--- config.mk ---
export PLATFORM = sky130hd
export DESIGN_NAME = traffic_light_monitor
export DESIGN_NICKNAME = d
export VERILOG_FILES = /design/src/rtl/traffic_light_monitor.sv
export SDC_FILE = /design/constraint.sdc
export NUM_CORES = 1
export LEC_CHECK = 0
export BUFFER_PORTS_ARGS = -buffer_cell sky130_fd_sc_hd__buf_2
export CAP_MARGIN = 10
export CORE_AREA = 2 2 61 69
export CTS_BUF_LIST = sky130_fd_sc_hd__clkbuf_2
export DETAILED_ROUTE_END_ITERATION = 6
export DIE_AREA = 0 0 63 71
export RECOVER_POWER = 50
export SLEW_MARGIN = 20
export SYNTH_ARGS = -nofsm -noshare
export SYNTH_HDL_FRONTEND = slang
export SYNTH_SLANG_ARGS = --single-unit
--- constraint.sdc ---
create_clock -name clk -period 3.27 [get_ports clk]
set_input_delay 0.654 -clock clk [delete_from_list [all_inputs] [get_ports clk]]
set_output_delay 0.654 -clock clk [all_outputs]
set_load 0.05 [all_outputs]
--- src/rtl/traffic_light_monitor.sv ---
// Traffic light sequence monitor: tracks RED->GREEN->YELLOW->RED, counts cycles,
// and latches the first one-hot, sequence or dwell-timeout fault until cleared.
module traffic_light_monitor #(
  parameter int unsigned MAX_DWELL = 16
) (
  input  logic       clk,
  input  logic       rst_n,
  input  logic       red,
  input  logic       yellow,
  input  logic       green,
  input  logic       clear,
  output logic [1:0] phase,
  output logic       fault,
  output logic [1:0] err_code,
  output logic [7:0] cycle_count,
  output logic [7:0] dwell,
  output logic       phase_change
);

  typedef enum logic [2:0] {
    IDLE       = 3'd0,
    TRK_RED    = 3'd1,
    TRK_GREEN  = 3'd2,
    TRK_YELLOW = 3'd3,
    FAULT      = 3'd4
  } state_e;

  localparam logic [1:0] PH_RED    = 2'b00;
  localparam logic [1:0] PH_GREEN  = 2'b01;
  localparam logic [1:0] PH_YELLOW = 2'b10;
  localparam logic [1:0] PH_NONE   = 2'b11;

  localparam logic [1:0] ERR_NONE   = 2'b00;
  localparam logic [1:0] ERR_ONEHOT = 2'b01;
  localparam logic [1:0] ERR_SEQ    = 2'b10;
  localparam logic [1:0] ERR_TMO    = 2'b11;

  localparam logic [8:0] MAX_DWELL_C = 9'(MAX_DWELL);

  state_e     state_q, state_d;
  logic [1:0] phase_q, phase_d;
  logic       fault_q, fault_d;
  logic [1:0] err_q, err_d;
  logic [7:0] cnt_q, cnt_d;
  logic [7:0] dwell_q, dwell_d;
  logic       pc_q, pc_d;

  // Lamp mask ordered {red, yellow, green}.
  logic [2:0] lights_s;
  logic       none_s;
  logic       onehot_s;
  logic [2:0] cur_s;
  logic [2:0] succ_s;
  state_e     succ_state_s;
  logic [1:0] succ_phase_s;

  assign lights_s = {red, yellow, green};
  assign none_s   = (lights_s == 3'b000);
  assign onehot_s = (lights_s == 3'b100) || (lights_s == 3'b010) || (lights_s == 3'b001);

  // Expected current lamp and its only legal successor for each tracking state.
  always_comb begin
    cur_s        = 3'b000;
    succ_s       = 3'b000;
    succ_state_s = IDLE;
    succ_phase_s = PH_NONE;
    case (state_q)
      TRK_RED: begin
        cur_s        = 3'b100;
        succ_s       = 3'b001;
        succ_state_s = TRK_GREEN;
        succ_phase_s = PH_GREEN;
      end
      TRK_GREEN: begin
        cur_s        = 3'b001;
        succ_s       = 3'b010;
        succ_state_s = TRK_YELLOW;
        succ_phase_s = PH_YELLOW;
      end
      TRK_YELLOW: begin
        cur_s        = 3'b010;
        succ_s       = 3'b100;
        succ_state_s = TRK_RED;
        succ_phase_s = PH_RED;
      end
      default: begin
        cur_s        = 3'b000;
        succ_s       = 3'b000;
        succ_state_s = IDLE;
        succ_phase_s = PH_NONE;
      end
    endcase
  end

  // Next-state and output computation; clear overrides every detected event.
  always_comb begin
    state_d = state_q;
    phase_d = phase_q;
    fault_d = fault_q;
    err_d   = err_q;
    cnt_d   = cnt_q;
    dwell_d = dwell_q;
    pc_d    = 1'b0;
    if (clear) begin
      state_d = IDLE;
      phase_d = PH_NONE;
      fault_d = 1'b0;
      err_d   = ERR_NONE;
      dwell_d = 8'd0;
    end else begin
      case (state_q)
        IDLE: begin
          if (none_s) begin
            dwell_d = 8'd0;
          end else if (!onehot_s) begin
            state_d = FAULT;
            phase_d = PH_NONE;
            fault_d = 1'b1;
            err_d   = ERR_ONEHOT;
          end else if (red) begin
            state_d = TRK_RED;
            phase_d = PH_RED;
            dwell_d = 8'd1;
          end else begin
            state_d = FAULT;
            phase_d = PH_NONE;
            fault_d = 1'b1;
            err_d   = ERR_SEQ;
          end
        end
        TRK_RED, TRK_GREEN, TRK_YELLOW: begin
          if (!onehot_s) begin
            state_d = FAULT;
            phase_d = PH_NONE;
            fault_d = 1'b1;
            err_d   = ERR_ONEHOT;
          end else if (lights_s == cur_s) begin
            // Dwell freezes at its last legal value when the timeout fires.
            if (({1'b0, dwell_q} + 9'd1) > MAX_DWELL_C) begin
              state_d = FAULT;
              phase_d = PH_NONE;
              fault_d = 1'b1;
              err_d   = ERR_TMO;
            end else begin
              dwell_d = dwell_q + 8'd1;
            end
          end else if (lights_s == succ_s) begin
            state_d = succ_state_s;
            phase_d = succ_phase_s;
            dwell_d = 8'd1;
            pc_d    = 1'b1;
            if ((state_q == TRK_YELLOW) && (cnt_q != 8'hFF)) begin
              cnt_d = cnt_q + 8'd1;
            end else begin
              cnt_d = cnt_q;
            end
          end else begin
            state_d = FAULT;
            phase_d = PH_NONE;
            fault_d = 1'b1;
            err_d   = ERR_SEQ;
          end
        end
        FAULT: begin
          state_d = FAULT;
          phase_d = PH_NONE;
          fault_d = 1'b1;
        end
        default: begin
          state_d = FAULT;
          phase_d = PH_NONE;
          fault_d = 1'b1;
          err_d   = ERR_SEQ;
        end
      endcase
    end
  end

  // State and output registers.
  always_ff @(posedge clk or negedge rst_n) begin
    if (!rst_n) begin
      state_q <= IDLE;
      phase_q <= PH_NONE;
      fault_q <= 1'b0;
      err_q   <= ERR_NONE;
      cnt_q   <= 8'd0;
      dwell_q <= 8'd0;
      pc_q    <= 1'b0;
    end else begin
      state_q <= state_d;
      phase_q <= phase_d;
      fault_q <= fault_d;
      err_q   <= err_d;
      cnt_q   <= cnt_d;
      dwell_q <= dwell_d;
      pc_q    <= pc_d;
    end
  end

  assign phase        = phase_q;
  assign fault        = fault_q;
  assign err_code     = err_q;
  assign cycle_count  = cnt_q;
  assign dwell        = dwell_q;
  assign phase_change = pc_q;

endmodule

; ---- Word level (Yosys, flattened, before mapping)
; Cells that the tools add are included.
[op_classes]
add_sub_neg = 3
order_cmp = 1
eq_ne = 20
n_mux = 53
n_bitwise = 2
n_reduce_logical = 12
[op_table]
columns = op, count
row1 = 8-bit 2-to-1 mux, 8
row2 = 2-bit 2-to-1 mux, 15
row3 = 3-bit 2-to-1 mux, 8
row4 = "4-bit inequality test, second input constant", 5
row5 = 2-bit one-hot mux with 3 select lines, 3
row6 = 3-bit one-hot mux with 3 select lines, 2
row7 = "8-bit by 1-bit adder with 8-bit output, second input constant", 2
row8 = 8-bit one-hot mux with 2 select lines, 1
row9 = 1-bit 2-to-1 mux, 13
row10 = 6-bit AND reduction, 2
row11 = "5-bit inequality test, second input constant", 2
row12 = "8-bit by 1-bit adder with 9-bit output, second input constant", 1
row13 = "3-bit by 2-bit == test with 1-bit output, second input constant", 3
row14 = "9-bit by 5-bit > comparator with 1-bit output, second input constant", 1
row15 = "8-bit inequality test, second input constant", 1
row16 = "3-bit by 1-bit == test with 1-bit output, second input constant", 2
row17 = 3-bit == test, 2
row18 = "3-bit == test, second input constant", 2
row19 = 3-bit zero test, 2
row20 = "3-bit inequality test, second input constant", 2
row21 = 3-bit one-hot mux with 2 select lines, 1
row22 = 5-bit AND reduction, 1
row23 = 2-bit one-hot mux with 2 select lines, 1
row24 = 4-bit AND reduction, 1
row25 = 8 further kinds, 10
[word_totals]
reg_bits = 25
input_bits = 6
out_inout_bits = 22
word_cells = 98

; ---- Depth between registers and ports, before layout
; Gate-level depths: netlist of the first run.
[logic_depth]
ltp_word = 8
ltp_mapped = 8

; ---- Worst setup path before layout of the first run
; OpenSTA, ideal clock, no wires.
[synth_path]
path_type = flip-flop to flip-flop
start = register dwell_q[0], in the netlist dwell[0]
end = register dwell_q[0], in the netlist dwell[0]
arrival_ns = 2.316
setup_slack_ns = 0.829
stages_incl_launch_ff = 8
n_path_buf = 0
synth_period_minus_slack_ns = 2.441
path_cell_list = dfrtp_1 -> ha_1 -> and4b_1 -> o21ai_0 -> o31ai_1 -> and4_4 -> or2_4 -> mux2_4
[synth_via]
elab_chain_cells = 6
elab_cells_between_ends = 10
[synth_lines]
columns = element, line
row1 = from (decl), 45  ; logic [7:0] dwell_q, dwell_d;
row2 = from (signal assigned), 195  ; dwell_q <= dwell_d;
row3 = branches (longest 6 deep; another with 8-bit by 1-bit adder with 9-bit output), n/a
; Parallel ways; which one is timed is not known. The select of a mux whose other input is x is not followed.
; A chain may end at the register's enable or synchronous reset.

; ---- Worst setup path in the final report of the first run
; Same ends and word-level chain as after synthesis.

==> impl_metrics.yaml, run 1 <==
synthesis:
  synth_edf_count: 0
  syn_inst: 175
  ys_ff_latch: 25
  synth.distinct_cells: 59
  synthArstFlopShare_pct: 100.0
  yosysTopAreaCell: "dfrtp_1"
  synth.top_cells.by_area: "dfrtp_1 (35%), a21oi_1 (4.0%), nand2_1 (3.5%)"
  synth_fp_nets: 184
  synth-seq-area-share_pct: 38.56
  yosys.area.top_type_share_pct: 35.33
  synth_ff_type: "dfrtp_1"
  yosysWarningCount: 0
  syn_avg_cell_area_um2: 9.309
  syn_area_um2: 1629
layout:
  final_cell_mix: "dfrtp_1 (23), nand2_1 (15), buf_2 (15)"
  n_fill_cell: 407
  layout_commonest_cell: "dfrtp_1"
  syn2layout_area_growth_pct: 9.140
  drive_gt1_share_pct: 16.41
  final_nets: 205
  diodes: 0
  postLayoutCellArea_um2: 1778
global_routing:
  grt_pass1_vias: 1283
  grt_max_degree: 26
  grt_usage_pct: 16.84
  globalRouteOverflowTotal: 0
  antenna_found_initial: 0
  grt_pass1_wl_um: 6106
placed_design:
  placed_area_um2: 1770
  gp_congestion: 0.8290
  dpl_worst_slack_ns: 0.6483
  hpwl_um: 2497
  io_buffers: 27
timing:
  max_freq_mhz: 414.4
  setup_tns_ns: 0
  period_minus_slack_ns: 2.413
  holdWs_ns: 0.5093
  rsz0062_at_grt: "no"
  hold_violations: 0
  setup_viol: 0
  worst_pin_slew_ns: 1.362
  final.period_utilization_pct: 73.80
  finClkSkew_ns: 0.02458
  drv_slew: 0
  fin_ws_ns: 0.8568
  relSlewSlack_pct: 9.204
clock_tree:
  tritoncts: "done"
  cts.sinks: 25
  cts_made_buffers: 3
  clkTransAtPathRegs_ns: 0.23
  clock_path_buffers: 2
  ctsHoldBuffers: 0
  post_cts_buffers: 0
  cts_repair_resize_count: 0
  cts-root-buf: "clkbuf_2"
  insertion_delay_ns: 0.35
  h-tree-depth: 1
routing:
  final_antenna_net_count: 0
  detail_route.wl_per_cell_um: 13.92
  finalWirelength_um: 3439
  vias: 1376
  drt_iter0_drc: 53
  first_pass_iters: 4
  drc_errors: 0
  avgViaCountPerCell: 5.571
worst_hold_path:
  hold_class: "reg -> reg"
  worstHoldEndpoint: "fault"
  hold_path.startpoint: "fault"
  hold_depth: 1
floorplan:
  rows: 24
  die_h_um: 71
  core_um2: 3814
  die-width_um: 63
  start_util_pct: 42.72
  die-area_um2: 4473
  io_pins: 28
worst_setup_path:
  slowest_delay_ns: 0.55
  worstSetupStartpointType: "flop"
  path_class: "reg -> reg"
  r2r-end: "dwell[0]"
  cp_slowest_cell: "dfrtp_1"
  crit_path_end_kind: "flop"
  crit_family: "simple AND/OR/NAND/NOR gates"
  path_buf_inv: 0
  reg2reg_setup_slack_ns: 0.86
  critPathArrivalTime_ns: 2.67
  required_ns: 3.52
  r2r_cells: 7
  cp_max_fo: 8
  crit_chain: "ha_1 > and4b_1 > o21ai_0 > o31ai_1 > and4_4 > or2_4 > mux2_4"
  r2r_start: "dwell[0]"
power_and_ir_drop:
  p_sw_w: 0.0001713
  ir_worst_vdd_uv: 123.8
  power_density_nw_per_um2: 307.4
  p_comb_share_pct: 16.9
  p_sw_share_pct: 31.34
  seq_power_share_pct: 60.2
  power.share.clock_pct: 22.9
  intPower_w: 0.0003753
  p_leak_nw: 0.7646
run:
  maxCapViolCount: 0
run_status:
  status: "finished clean"
per-stage QoR:
stage	power [W]	std cells	utilization (%)
CTS	0.0005549	247	47.01
global placement	0.0004268	243	46.42
floorplan	0.0004030	175	-
global route	0.0005752	247	46.62
detailed placement	0.0004284	243	46.42
finish	0.0005466	247	46.62
kinds of logic (layout without fill, tap and decap cells):
family | Yosys count | count (layout) | synth area share (%)
AOI/OAI and AO/OA | 48 | 48 | 20.05
xor gates and xnor gates | 8 | 8 | 4.301
adders and majority gates | 3 | 3 | 2.304
buffers and inverters | 15 | 35 | 4.531
DFF | 25 | 25 | 38.56
muxes | 2 | 2 | 1.613
and+or+nand+nor | 74 | 74 | 28.65
sequential cells by signal, indices dropped and copies added (netlist names):
register      cells
phase_change      1
state_q           3
err_code          2
cycle_count       8
phase             2
dwell             8
fault             1
power groups by stage:
stage | registers [W] | clock network, W | logic, W
6_report | 0.000329 | 0.000125 | 0.0000924
3_5_place_dp | 0.000334 | 0 | 0.0000945
4_1_cts | 0.000329 | 0.000131 | 0.0000947
5_1_grt | 0.000331 | 0.000142 | 0.000102
3_3_place_gp | 0.000334 | 0 | 0.0000929
2_1_floorplan | 0.000351 | 0 | 0.0000515
worst max path at each step:
stage	slack [ns]	cells past startpoint	endpoint	startpoint
6_report	0.86	7	dwell[0]	dwell[0]
5_1_grt	0.72	7	dwell[0]	dwell[0]
4_1_cts	0.87	7	dwell[0]	dwell[0]
3_5_place_dp	0.65	7	dwell[0]	green
3_3_place_gp	0.75	7	dwell[0]	green
2_1_floorplan	0.83	7	dwell[0]	dwell[0]
metal layers:
layer	vias to the layer above	track usage, %	share of wire [%]
met3	2	2.385	3.9
met2	33	27.19	47
met1	655	23.76	48
met4	0	4.444	0.67
met5	-	0	0
li1	686	-	-
cell type report:
type,instances,area [um2],share of cell area (%)
clock buffers,3,15.01,0.8445
inverters,4,15.01,0.8445
well taps,52,65.06,3.659
clock inverters,1,7.507,0.4222
repair buffers,27,120.1,6.756
flip-flops and latches,25,628.1,35.33
multi-input cells,135,927.1,52.15
synth_stat cells (2+ instances only):
library cell,n
nand2b_1,2
clkbuf_1,2
o21ai_0,7
buf_2,5
nand3b_1,2
xnor2_1,6
nor3b_1,4
or3b_1,3
o21bai_1,3
o2bb2ai_1,2
a21o_1,2
inv_1,3
nand2_1,15
nand4_1,7
xor2_1,2
o21ai_1,5
nor2_1,9
and3_1,3
nand3_1,3
a31oi_1,4
dfstp_2,2
dfrtp_1,23
nor4bb_1,2
or3_1,3
a21oi_1,13
ha_1,3
nor2b_1,2
buf_4,3
and2_1,5
(Power assumes the default switching activity.)
==> inputs of run 2 (changes only) <==
==> constraint.sdc (replaced) <==
create_clock -name clk -period 2.5 [get_ports clk]
set_input_delay 0.5 -clock clk [delete_from_list [all_inputs] [get_ports clk]]
set_output_delay 0.5 -clock clk [all_outputs]
set_load 0.05 [all_outputs]
==> run 2 against run 1 <==
- via count up 1.7%
- final area up 2.8%
- setup slack lost 0.70 ns
- cell count grew 2.4%
- first-iteration DRC count rose by 130%
- maximum frequency increased by 2.9%
- combinational power rose by 36%
- count of clock-buffer cells in the layout is the same
- routed wire length rose by 4.0%
- largest cell class unchanged
- highest routed layer unchanged
==> impl_metrics.yaml, run 2 (synthesized netlist as in run 1, its figures left out) <==
run_status:
  status: "finished clean"
routing:
  final_antenna_net_count: 0
  drc_errors: 0
  drt_iter0_drc: 122
  vias: 1400
  avgViaCountPerCell: 5.534
  first_pass_iters: 4
  detail_route.wl_per_cell_um: 14.14
  finalWirelength_um: 3577
global_routing:
  antenna_found_initial: 0
  grt_pass1_wl_um: 6003
  globalRouteOverflowTotal: 0
  grt_pass1_vias: 1301
  grt_usage_pct: 16.38
  grt_max_degree: 26
worst_setup_path:
  cp_max_fo: 8
  crit_path_end_kind: "flop"
  path_class: "reg -> reg"
  critPathArrivalTime_ns: 2.62
  required_ns: 2.78
  worstSetupStartpointType: "flop"
clock_tree:
  clock_path_buffers: 2
  cts.sinks: 25
  post_cts_buffers: 0
  tritoncts: "done"
  cts-root-buf: "clkbuf_2"
  insertion_delay_ns: 0.36
  h-tree-depth: 1
  clkTransAtPathRegs_ns: 0.26
  cts_made_buffers: 3
layout:
  drive_gt1_share_pct: 19.40
  postLayoutCellArea_um2: 1828
  final_cell_mix: "dfrtp_1 (23), nand2_1 (15), buf_2 (15)"
  final_nets: 211
  fin_util_pct: 47.93
  layout_commonest_cell: "dfrtp_1"
  diodes: 0
  syn2layout_area_growth_pct: 12.21
power_and_ir_drop:
  power_density_nw_per_um2: 396.3
  p_leak_nw: 0.7952
  ir_worst_vdd_uv: 124.4
timing:
  period_minus_slack_ns: 2.345
  max_freq_mhz: 426.4
  hold_violations: 0
  rsz0062_at_grt: "no"
  drv_slew: 0
  holdWs_ns: 0.3749
  setup_viol: 0
  finClkSkew_ns: 0.01217
  final.period_utilization_pct: 93.80
  worst_pin_slew_ns: 1.338
  relSlewSlack_pct: 10.77
  setup_tns_ns: 0
placed_design:
  placed_area_um2: 1815
  hpwl_um: 2622
  io_buffers: 27
  gp_congestion: 0.8286
floorplan:
  die-width_um: 63
  core_um2: 3814
  die_h_um: 71
  die-area_um2: 4473
  rows: 24
  io_pins: 28
  start_util_pct: 42.72
worst_hold_path:
  hold_class: "in -> async"
run:
  maxCapViolCount: 0
[run 2: changes by cell type in the layout (fill, tap and decap cells not counted)]
cell     before  now
buf_4         0    6
o31ai_1       1    0
o31ai_2       0    1
[run 2: worst paths after layout]
path,from,slack [ns],cells past startpoint,end
setup / recovery,dwell[0],0.15,7,dwell[0]
hold / removal,rst_n,0.37,1,fault
setup reg to reg,dwell[0],0.15,7,dwell[0]
hold reg to reg,fault,0.51,1,fault
max in group asynchronous,rst_n,1.35,1,err_code[0]
min in group clk,clear,0.46,3,phase[0]
[run 2: power by group]
part           switching [W]  internal, W
clock network       0.000131    0.0000371
registers          0.0000146     0.000416
logic              0.0000842    0.0000422
total               0.000229     0.000495
[run 2: routing by layer]
metal	track usage, %	share of wire [%]	vias to the layer above
li1	-	-	701
met1	23.00	48	668
met2	27.07	48	29
met3	1.590	3.4	2
met4	4.444	0.39	0
met5	0	0	-
[run 2: timing repair]
action / in CTS / in global routing
endpoints found under the setup margin: 0 / 8
hold buffers: 0 / 0
gates resized for setup: 0 / 1
[run 2: through the flow]
step           std cells  worst slack [ns]  power (W)
6_report             253            0.1550  0.0007245
5_1_grt              253           0.03079  0.0007543
4_1_cts              253           0.07741  0.0007320
3_5_place_dp         249            0.1070  0.0005659
3_3_place_gp         249            0.1811  0.0005634
2_1_floorplan        175           0.05905  0.0005271
[run 2: layout make-up]
type	instances	area, um2
fillers	390	1986
multi-input cells	135	932.1
flip-flops and latches	25	628.1
repair buffers	33	165.2
well taps	52	65.06
clock buffers	3	15.01
inverters	4	15.01
clock inverters	1	7.507
[run 2: worst max-delay path, stage by stage, from the launching register on]
cell	delay (ns)
dfrtp_1	0.54
ha_1	0.30
and4b_1	0.21
o21ai_0	0.11
o31ai_2	0.34
and4_4	0.32
or2_4	0.15
mux2_4	0.29
